File: src/rtl/asyn_fifo.sv
// Single-clock FIFO of 2**ADDR_WIDTH words with registered read data and full/empty flags.
// Define ASYN_FIFO_STATUS_EN to add sticky overflow/underflow flags and an occupancy count.
module asyn_fifo #(
  parameter int DATA_WIDTH = 8,
  parameter int ADDR_WIDTH = 4
) (
  input  logic                  Clk,
  input  logic                  Clear_in,
  input  logic                  WriteEn_in,
  input  logic [DATA_WIDTH-1:0] Data_in,
  output logic                  Full_out,
  input  logic                  ReadEn_in,
  output logic [DATA_WIDTH-1:0] Data_out,
  output logic                  Empty_out
`ifdef ASYN_FIFO_STATUS_EN
  ,
  output logic                  Overflow_out,
  output logic                  Underflow_out,
  output logic [ADDR_WIDTH:0]   Count_out
`endif
);
  localparam int DEPTH = 1 << ADDR_WIDTH;
  localparam logic [ADDR_WIDTH:0] PTR_ONE = {{ADDR_WIDTH{1'b0}}, 1'b1};

  logic [DATA_WIDTH-1:0] mem [DEPTH];
  logic [ADDR_WIDTH:0]   wptr, rptr;
  logic                  do_wr, do_rd;

  // Wrap bit distinguishes full from empty when the address bits coincide
  assign Empty_out = (wptr == rptr);
  assign Full_out  = (wptr[ADDR_WIDTH-1:0] == rptr[ADDR_WIDTH-1:0]) &&
                     (wptr[ADDR_WIDTH] != rptr[ADDR_WIDTH]);
  assign do_wr = WriteEn_in && !Full_out;
  assign do_rd = ReadEn_in && !Empty_out;

  always_ff @(posedge Clk) begin
    if (do_wr && !Clear_in) mem[wptr[ADDR_WIDTH-1:0]] <= Data_in;
  end

  always_ff @(posedge Clk) begin
    if (Clear_in) begin
      wptr     <= '0;
      rptr     <= '0;
      Data_out <= '0;
    end else begin
      if (do_wr) wptr <= wptr + PTR_ONE;
      if (do_rd) begin
        Data_out <= mem[rptr[ADDR_WIDTH-1:0]];
        rptr     <= rptr + PTR_ONE;
      end
    end
  end

`ifdef ASYN_FIFO_STATUS_EN
  assign Count_out = wptr - rptr;

  always_ff @(posedge Clk) begin
    if (Clear_in) begin
      Overflow_out  <= 1'b0;
      Underflow_out <= 1'b0;
    end else begin
      if (WriteEn_in && Full_out) Overflow_out  <= 1'b1;
      if (ReadEn_in && Empty_out) Underflow_out <= 1'b1;
    end
  end
`endif

endmodule

File: config.mk
export PLATFORM = sky130hd
export DESIGN_NAME = asyn_fifo
export DESIGN_NICKNAME = d
export VERILOG_FILES = /design/src/rtl/asyn_fifo.sv
export SDC_FILE = /design/constraint.sdc
export NUM_CORES = 1
export LEC_CHECK = 0
export ABC_AREA = 1
export CAP_MARGIN = 20
export CORE_ASPECT_RATIO = 0.75
export CORE_UTILIZATION = 60
export DETAILED_ROUTE_END_ITERATION = 10
export PLACE_DENSITY_LB_ADDON = 0.15
export SLEW_MARGIN = 20
export SYNTH_ARGS = -nofsm -noshare
export SYNTH_HDL_FRONTEND = slang
export SYNTH_SLANG_ARGS = --single-unit
export TNS_END_PERCENT = 30
File: constraint.sdc
create_clock -name Clk -period 2.7 [get_ports Clk]
set_input_delay 0.54 -clock Clk [delete_from_list [all_inputs] [get_ports Clk]]
set_output_delay 0.54 -clock Clk [all_outputs]
set_load 0.05 [all_outputs]
==> results.ini, run 1 <==
[status]
outcome=finished, final reports clean

[yosys]
synth_cell_type_count=23
synthSimpleGateAreaFrac_pct=20.41
yosysSeqAreaShare_pct=66.00
syn-num-nets=665
synth-compound-area-share_pct=3.929
yosys.area_share.adder_pct=0.9821
yosys.area.top_type=edfxtp_1
ys_ff_latch=146
synth_area_leaders=edfxtp_1 60%, nand2_1 8.7%, nor2_1 5.8%
ys_warn_count=0
synthMuxAreaShare_pct=0
avgSynthCellArea_sq_um=9.830
netlist_instances=648
synthXorXnorAreaFrac_pct=0.9625
synth.cell_area_sq_um=6370
synth_top_family_by_area=simple AND/OR/NAND/NOR gates
yosys.area.top_type_share_pct=60.34

[setup_path]
arrival_ns=1.73
slowest_stage=dfxtp_1
crit_buf_inv=3
crit_fanout=8
slowest_delay_ns=0.50
endpoint_kind=primary output
cp_top_family=flip-flops
cp_cell_sequence=inv_1 > nand2_1 > nand2_1 > nor2_2 > nand3_2 > inv_1 > buf_12
worstSetupPathType=register to primary output
critPathLaunchType=register
r2r_slack_ns=0.43
required_ns=2.16

[clock_network]
cts_resized=0
clk_latency_ns=0.42
cts_setup_buffers=0
cts_buffers=17
ctsHoldBuffers=0
cts_num_sinks=146
cts.clk_slew.worst_paths_ns=0.06
h-tree-depth=4
cts_tree=built
cts_buffer_depth=2
cts-root-buf=clkbuf_16

[run]
max_cap_viol_count=0

[global_routing]
grt_pass1_wl_um=23470
grt_max_degree=66
grt_usage_pct=29.87
grt_antenna_before_repair=0
grt_overflow_total=0
grt_pass1_vias=4366

[floorplanning]
ioPinCount=22
die_y_um=91.23
die_area_sq_um=11040
core-area_sq_um=10290
initial_core_util_pct=61.90
rows=32
die_width_um=121.0

[min_path]
worstHoldPathType=register to register

[route]
drt-pass1-iter-count=7
wire_per_inst_um=18.12
wirelength_um=15220
vias=4582
ant_nets=0
drc_errors=0
dr.first_iter.drc_count=668
vias_per_cell=5.455

[pwr]
leakage_uw=0.003118
pwr_density_cell_nw_per_um2=761.9
irDropWorstVdd_v=0.0005083

[place]
dp_cells=808
port_buffers=21
gp_congestion=0.9430
dpl.hpwl_um=9778

[sta]
worst_slew_pin_slew_ns=0.8353
finalCritPeriodShare_pct=83.89
max_freq_mhz=441.5
rsz0062_at_grt=false
setup-violations-final=0
period_needed_ns=2.265
final_hold_viol_count=0
skew_ns=0.005986
drv_slew=0
tns_ns=0
maxSlewHeadroom_pct=44.14

[layout]
nNetsFinal=708
drive_gt1_share_pct=10.65
final_cells=840
mostFrequentLayoutCells=147 x nand2_1, 128 x edfxtp_1, 98 x nor2_1, 89 x inv_1, 66 x nand3_1
syn_to_final_growth_pct=17.36
diodes=0
layout_commonest_cell=nand2_1

cells in the mapped netlist (all sizes together):
cell type,n
nor2,100
clkinv,1
o21ai,36
xor2,5
edfxtp,128
dfxtp,18
nand3,68
buf,14
inv,94
nand2,149
clkbuf,14
xnor2,2
ha,5
a21oi,14
logic make-up after synthesis:
family                     Yosys count
DFF                                146
adders and majority gates            5
and+or+nand+nor                    317
AOI/OAI and AO/OA                   50
buffers and inverters              123
xor gates and xnor gates             7
registers in the layout, summed over array words and instances (netlist names):
register  cells
Data_out      8
mem         128
rptr          5
wptr          5
metal layers:
| metal | part of all wire [%] | track usage (%) | vias up |
|---|---|---|---|
| met4 | 1.4 | 10.49 | 0 |
| met3 | 11 | 9.862 | 20 |
| met2 | 44 | 42.76 | 225 |
| met1 | 43 | 42.75 | 2163 |
| met5 | 0 | 0 | - |
| li1 | - | - | 2174 |
area by class of cell:
| type | count | area [sq um] |
|---|---|---|
| multi-input combinational | 379 | 1674 |
| clock buffer | 18 | 429.2 |
| clock inverter | 14 | 177.7 |
| fill | 738 | 2814 |
| sequential | 146 | 4205 |
| inverter | 95 | 356.6 |
| tap | 136 | 170.2 |
| timing repair buffer | 52 | 462.9 |
per-stage QoR:
stage / area, sq um / utilization [%] / setup WS, ns / power (uW) / hold slack [ns]
CTS: 7476 / 72.65 / 0.4297 / 5706 / 0.5047
global placement: 6869 / 66.76 / 0.4294 / 3311 / 0.4874
detailed placement: 6869 / 66.76 / 0.3059 / 3316 / 0.4972
floorplan: 6370 / - / 0.7406 / 3064 / 0.4654
finish: 7476 / 72.65 / 0.4349 / 5696 / 0.5066
global route: 7476 / 72.65 / 0.2782 / 5868 / 0.5487
final timing paths:
check	start	cells after the start	endpoint
max	wptr[2]	7	Empty_out
max reg2reg	rptr[3]	10	mem[0][2]
min	rptr[3]	2	rptr[3]
min reg2reg	rptr[3]	2	rptr[3]
worst min-delay path: cells and delay by family (launching register included):
family	cells	cell delay, ns
DFF	1	0.33
and+or+nand+nor	1	0.07
AOI/OAI and AO/OA	1	0.06
report_power, final:
part	switching, uW	internal [uW]	total (uW)
registers	24.0	2490	2520
clock network	947	1470	2410
logic	531	234	765
total	1500	4190	5700
Note: power is estimated with default switching activity, not from simulation.
==> run 2, diff against run 1 <==
--- a/config.mk
+++ b/config.mk
@@ -8,7 +8,7 @@
 export ABC_AREA = 1
 export CAP_MARGIN = 20
 export CORE_ASPECT_RATIO = 0.75
-export CORE_UTILIZATION = 60
+export CORE_UTILIZATION = 55
 export DETAILED_ROUTE_END_ITERATION = 10
 export PLACE_DENSITY_LB_ADDON = 0.15
 export SLEW_MARGIN = 20
==> constraint.sdc (replaced) <==
create_clock -name Clk -period 2.06 [get_ports Clk]
set_input_delay 0.412 -clock Clk [delete_from_list [all_inputs] [get_ports Clk]]
set_output_delay 0.412 -clock Clk [all_outputs]
set_load 0.05 [all_outputs]
==> results.ini, run 2 (synthesized netlist as in run 1, its figures left out) <==
[setup_path]
slowest_delay_ns=0.80  ; +0.30 ns
slowest_stage=clkdlybuf4s50_1
cp_cell_sequence=clkdlybuf4s50_1
crit_buf_inv=1  ; -2
required_ns=1.65  ; -0.51 ns
cp_top_family=buffers and inverters
worstSetupPathType=register to primary output
crit_fanout=2  ; -6
critPathLaunchType=register
endpoint_kind=primary output
arrival_ns=1.56  ; -0.17 ns

[layout]
mostFrequentLayoutCells=145 x nand2_1, 128 x edfxtp_1, 97 x nor2_1, 87 x inv_1, 65 x nand3_1
drive_gt1_share_pct=13.03  ; +2.4 points
diodes=0  ; unchanged
largest_register_ffs=128  ; unchanged
nNetsFinal=719  ; +1.6%
syn_to_final_growth_pct=18.56
layout_commonest_cell=nand2_1
fillCellCount=836  ; +13%
utilization_pct=68.00  ; -4.7 points

[route]
dr.first_iter.drc_count=380  ; -43%
vias_per_cell=5.384  ; -1.3%
vias=4598  ; +0.35%
wirelength_um=14680  ; -3.6%
drt-pass1-iter-count=5  ; -2
drc_errors=0  ; unchanged
ant_nets=0  ; unchanged
wire_per_inst_um=17.19  ; -5.1%

[pwr]
p_comb_share_pct=14.3  ; +0.9 points
pwr_density_cell_nw_per_um2=966.5  ; +27%
sequentialPowerShare_pct=45.2  ; +1.0 points
p_switching_uw=1929  ; +28%
leakage_uw=0.003156  ; +1.2%
p_int_uw=5370  ; +28%
irDropWorstVdd_v=0.0007229  ; +42%
clkPwrFrac_pct=40.5  ; -1.9 points
p_sw_share_pct=26.43  ; +0.052 points

[sta]
rsz0062_at_grt=true
hold-worst-slack_ns=0.5054  ; -0.001129 ns
period_needed_ns=1.971
skew_ns=0.006412  ; +0.0004257 ns
maxSlewHeadroom_pct=61.39  ; +17 points
max_freq_mhz=507.5
final_hold_viol_count=0  ; unchanged
setup-violations-final=0  ; unchanged
worst_slew_pin_slew_ns=0.5770  ; -0.2583 ns
finalCritPeriodShare_pct=95.66
drv_slew=0  ; unchanged

[clock_network]
cts_buffers=17  ; unchanged
cts_buffer_depth=2  ; unchanged
h-tree-depth=4  ; unchanged
cts.clk_slew.worst_paths_ns=0.06  ; about the same
clk_latency_ns=0.43  ; about the same
cts_num_sinks=146  ; unchanged
ctsHoldBuffers=0  ; unchanged
cts_tree=built
cts-root-buf=clkbuf_16

[global_routing]
grt_pass1_wl_um=22770  ; -3.0%
grt_pass1_vias=4255  ; -2.5%
grt_overflow_total=0  ; unchanged
grt_max_degree=36  ; -45%
grt_usage_pct=26.57  ; -3.3 points
grt_antenna_before_repair=0  ; unchanged

[floorplanning]
die_width_um=126.3  ; +4.4%
ioPinCount=22  ; unchanged
die_area_sq_um=12020  ; +8.9%
initial_core_util_pct=57.35  ; -4.6 points
rows=33  ; +3.1%
die_y_um=95.20  ; +4.4%
core-area_sq_um=11110  ; +7.9%

[place]
dpl.hpwl_um=9786  ; about the same
gp_congestion=0.8980  ; -4.8%
port_buffers=21  ; unchanged

[min_path]
worstHoldPathType=register to register

[status]
outcome=finished, final reports clean

[run]
max_cap_viol_count=0  ; unchanged

-- run 2: per-stage QoR --
| stage | cell area, sq um | total power, uW | worst slack [ns] | TNS, ns | std cells |
|---|---|---|---|---|---|
| after detailed placement | 6969 | 4385 | -0.0001769 | -0.0005030 | 823 |
| after floorplan | 6370 | 4016 | 0.1006 | 0 | 648 |
| after global placement | 6969 | 4368 | -0.01558 | -0.3544 | 823 |
| after CTS | 7537 | 7313 | 0.02463 | 0 | 854 |
| after global routing | 7552 | 7540 | -0.04743 | -0.05988 | 854 |
| final | 7552 | 7299 | 0.08941 | 0 | 854 |
-- run 2: final cells by class --
type | instances | area, sq um | share of cell area (%)
multi-input cells | 379 | 1687 | 22.33
clock inverters | 13 | 136.4 | 1.806
well taps | 140 | 175.2 | 2.319
flip-flops and latches | 146 | 4210 | 55.75
clock buffers | 18 | 429.2 | 5.683
inverters | 95 | 356.6 | 4.722
repair buffers | 63 | 558.0 | 7.389
-- run 2: tightest hold or removal path, stage by stage, from the launching register on --
cell and delay [ns]:
dfxtp_2 0.34, nand2_1 0.07, a21oi_1 0.05
-- run 2: worst paths after layout --
check               from          end  slack, ns  cells past startpoint
min              wptr[3]      wptr[3]       0.51                      2
min reg2reg      wptr[3]      wptr[3]       0.51                      2
max          Data_out[1]  Data_out[1]       0.09                      1
max reg2reg      wptr[0]   mem[14][6]       0.18                     10
-- run 2: metal layers --
metal	track usage [%]	wire length, um
met4	11.45	299
met3	6.902	1306
met2	40.98	6638
met1	36.01	6433
met5	0	0
-- run 2: power by group through the flow --
stage,Clock (uW),Sequential (uW),Combinational [uW]
after detailed placement,0,3360,1020
after global routing,3090,3300,1150
after global placement,0,3360,1010
final,2950,3300,1050
after floorplan,0,3440,572
after CTS,2980,3300,1030
-- run 2: repair_timing --
action,in CTS,in global routing
buffers inserted,0,0
pin swaps,0,0
resized for setup,2,8
gates cloned,0,0
setup endpoints to repair,1,65
==> run 3, diff against run 2 <==
--- a/config.mk
+++ b/config.mk
@@ -11,6 +11,7 @@
 export CORE_UTILIZATION = 55
 export DETAILED_ROUTE_END_ITERATION = 10
 export PLACE_DENSITY_LB_ADDON = 0.15
+export SETUP_SLACK_MARGIN = 0.5
 export SLEW_MARGIN = 20
 export SYNTH_ARGS = -nofsm -noshare
 export SYNTH_HDL_FRONTEND = slang
==> results.ini, run 3 (synthesized netlist as in run 1, its figures left out) <==
[route]
ant_nets=0  ; unchanged
vias=4607  ; +0.20%
dr.first_iter.drc_count=441  ; +16%
wire_per_inst_um=18.21  ; +5.9%
vias_per_cell=5.420  ; +0.67%
drc_errors=0  ; unchanged
wirelength_um=15480  ; +5.4%
drt-pass1-iter-count=5  ; unchanged

[layout]
syn_to_final_growth_pct=23.00
drive_gt1_share_pct=19.72  ; +6.7 points
layout_commonest_cell=nand2_1
mostFrequentLayoutCells=134 x nand2_1, 128 x edfxtp_1, 81 x inv_1, 81 x nor2_1, 65 x nand3_1
largest_register_ffs=128  ; unchanged
diodes=0  ; unchanged
utilization_pct=70.54  ; +2.5 points
nNetsFinal=714  ; -0.70%
final_cells=850  ; -0.47%

[pwr]
leakage_uw=0.003210  ; +1.7%
clkPwrFrac_pct=41.0  ; +0.5 points
p_sw_share_pct=28.34  ; +1.9 points
sequentialPowerShare_pct=44.3  ; -0.9 points
irDropWorstVdd_v=0.0006921  ; -4.3%
p_switching_uw=2113  ; +9.5%
p_comb_share_pct=14.7  ; +0.4 points
pwr_density_cell_nw_per_um2=951.7  ; -1.5%
p_int_uw=5344  ; -0.49%

[clock_network]
cts-root-buf=clkbuf_16
cts.clk_slew.worst_paths_ns=0.07  ; about the same
cts_num_sinks=146  ; unchanged
clk_latency_ns=0.42  ; about the same
cts_tree=built
h-tree-depth=4  ; unchanged
cts_buffer_depth=2  ; unchanged
ctsHoldBuffers=0  ; unchanged
cts_buffers=17  ; unchanged

[global_routing]
grt_pass1_wl_um=23630  ; +3.8%
grt_pass1_vias=4306  ; +1.2%
grt_usage_pct=27.65  ; +1.1 points
grt_overflow_total=0  ; unchanged
grt_antenna_before_repair=0  ; unchanged
grt_max_degree=66  ; +83%

[sta]
setup-violations-final=0  ; unchanged
finalCritPeriodShare_pct=90.34  ; -5.3 points
drv_slew=0  ; unchanged
max_freq_mhz=537.4  ; +5.9%
skew_ns=0.009915  ; +0.003504 ns
period_needed_ns=1.861  ; -0.1097 ns
worst_slew_pin_slew_ns=0.5214  ; -0.05560 ns
final_hold_viol_count=0  ; unchanged
tns_ns=0  ; unchanged
fin_ws_ns=0.1991  ; +0.1097 ns
rsz0062_at_grt=true
maxSlewHeadroom_pct=65.15  ; +3.8 points

[setup_path]
critPathLaunchType=register
required_ns=1.65  ; about the same
arrival_ns=1.45  ; -0.11 ns
crit_fanout=6  ; +4
worstSetupPathType=register to primary output
critPathLaunch=wptr[0]
rr_startpoint=wptr[2]
endpoint_kind=primary output

[floorplanning]
ioPinCount=22  ; unchanged
rows=33  ; unchanged
die_y_um=95.20  ; unchanged
core-area_sq_um=11110  ; unchanged
die_width_um=126.3  ; unchanged
die_area_sq_um=12020  ; unchanged
initial_core_util_pct=57.35  ; unchanged

[place]
dp_cells=800  ; -2.8%
port_buffers=21  ; unchanged
place_ws_ns=0.01784  ; +0.01801 ns
gp_congestion=0.9085  ; +1.2%
dpl.hpwl_um=9525  ; -2.7%

[run]
max_cap_viol_count=0  ; unchanged

[status]
outcome=finished, final reports clean

[min_path]
worstHoldPathType=register to register
hp-start=rptr[4]

-- run 3: cell count changes in the layout (fill, tap and decap cells not counted), sizes merged --
cell | previous run | this run
clkdlybuf4s15 | 0 | 8
clkdlybuf4s50 | 19 | 11
inv | 97 | 104
buf | 44 | 39
clkinvlp | 4 | 1
bufinv | 2 | 1
clkbuf | 18 | 17
clkinv | 5 | 4
-- run 3: critical path: stages (launching register included) --
cell	delay, ns
dfxtp_4	0.40
inv_4	0.05
nand2_2	0.05
nand2_2	0.06
nor2_4	0.16
nand3_4	0.10
inv_2	0.08
buf_12	0.13
-- run 3: cell type report --
cell class | instances | area, sq um
Sequential cell | 146 | 4229
Fill cell | 763 | 3272
Clock buffer | 17 | 425.4
Multi-Input combinational cell | 379 | 1903
Inverter | 95 | 374.1
Timing Repair Buffer | 58 | 563.0
Clock inverter | 15 | 165.2
Tap cell | 140 | 175.2
-- run 3: what timing repair did --
item	4_1_cts	5_1_grt
pin swaps	12	4
endpoints found under the setup margin	151	149
gates resized for setup	52	13
setup buffers	12	6
-- run 3: worst paths after layout --
kind	end	slack (ns)	cells past startpoint
worst max-delay path	Full_out	0.20	7
worst min register to register	rptr[4]	0.51	2
worst min-delay path	rptr[4]	0.51	2
worst max register to register	mem[12][1]	0.24	10
-- run 3: per-stage QoR --
step / hold slack [ns] / cell area [sq um] / total power [uW]
2_1_floorplan: 0.4654 / 6563 / 4049
4_1_cts: 0.4860 / 7757 / 7436
3_3_place_gp: 0.4932 / 7007 / 4377
6_report: 0.5105 / 7835 / 7457
5_1_grt: 0.5195 / 7835 / 7700
3_5_place_dp: 0.4983 / 7007 / 4397
-- run 3: per-layer routing --
layer	share of wire, %	track usage (%)	vias to the layer above
met3	7.4	5.499	26
li1	-	-	2194
met4	1.9	9.237	0
met1	44	38.02	2196
met5	0	0	-
met2	47	44.66	191
-- run 3: power by group through the flow --
stage	Sequential [uW]	Clock (uW)	Combinational, uW
2_1_floorplan	3450	0	604
4_1_cts	3300	3070	1060
6_report	3300	3060	1090
5_1_grt	3310	3190	1200
3_3_place_gp	3360	0	1020
3_5_place_dp	3360	0	1030
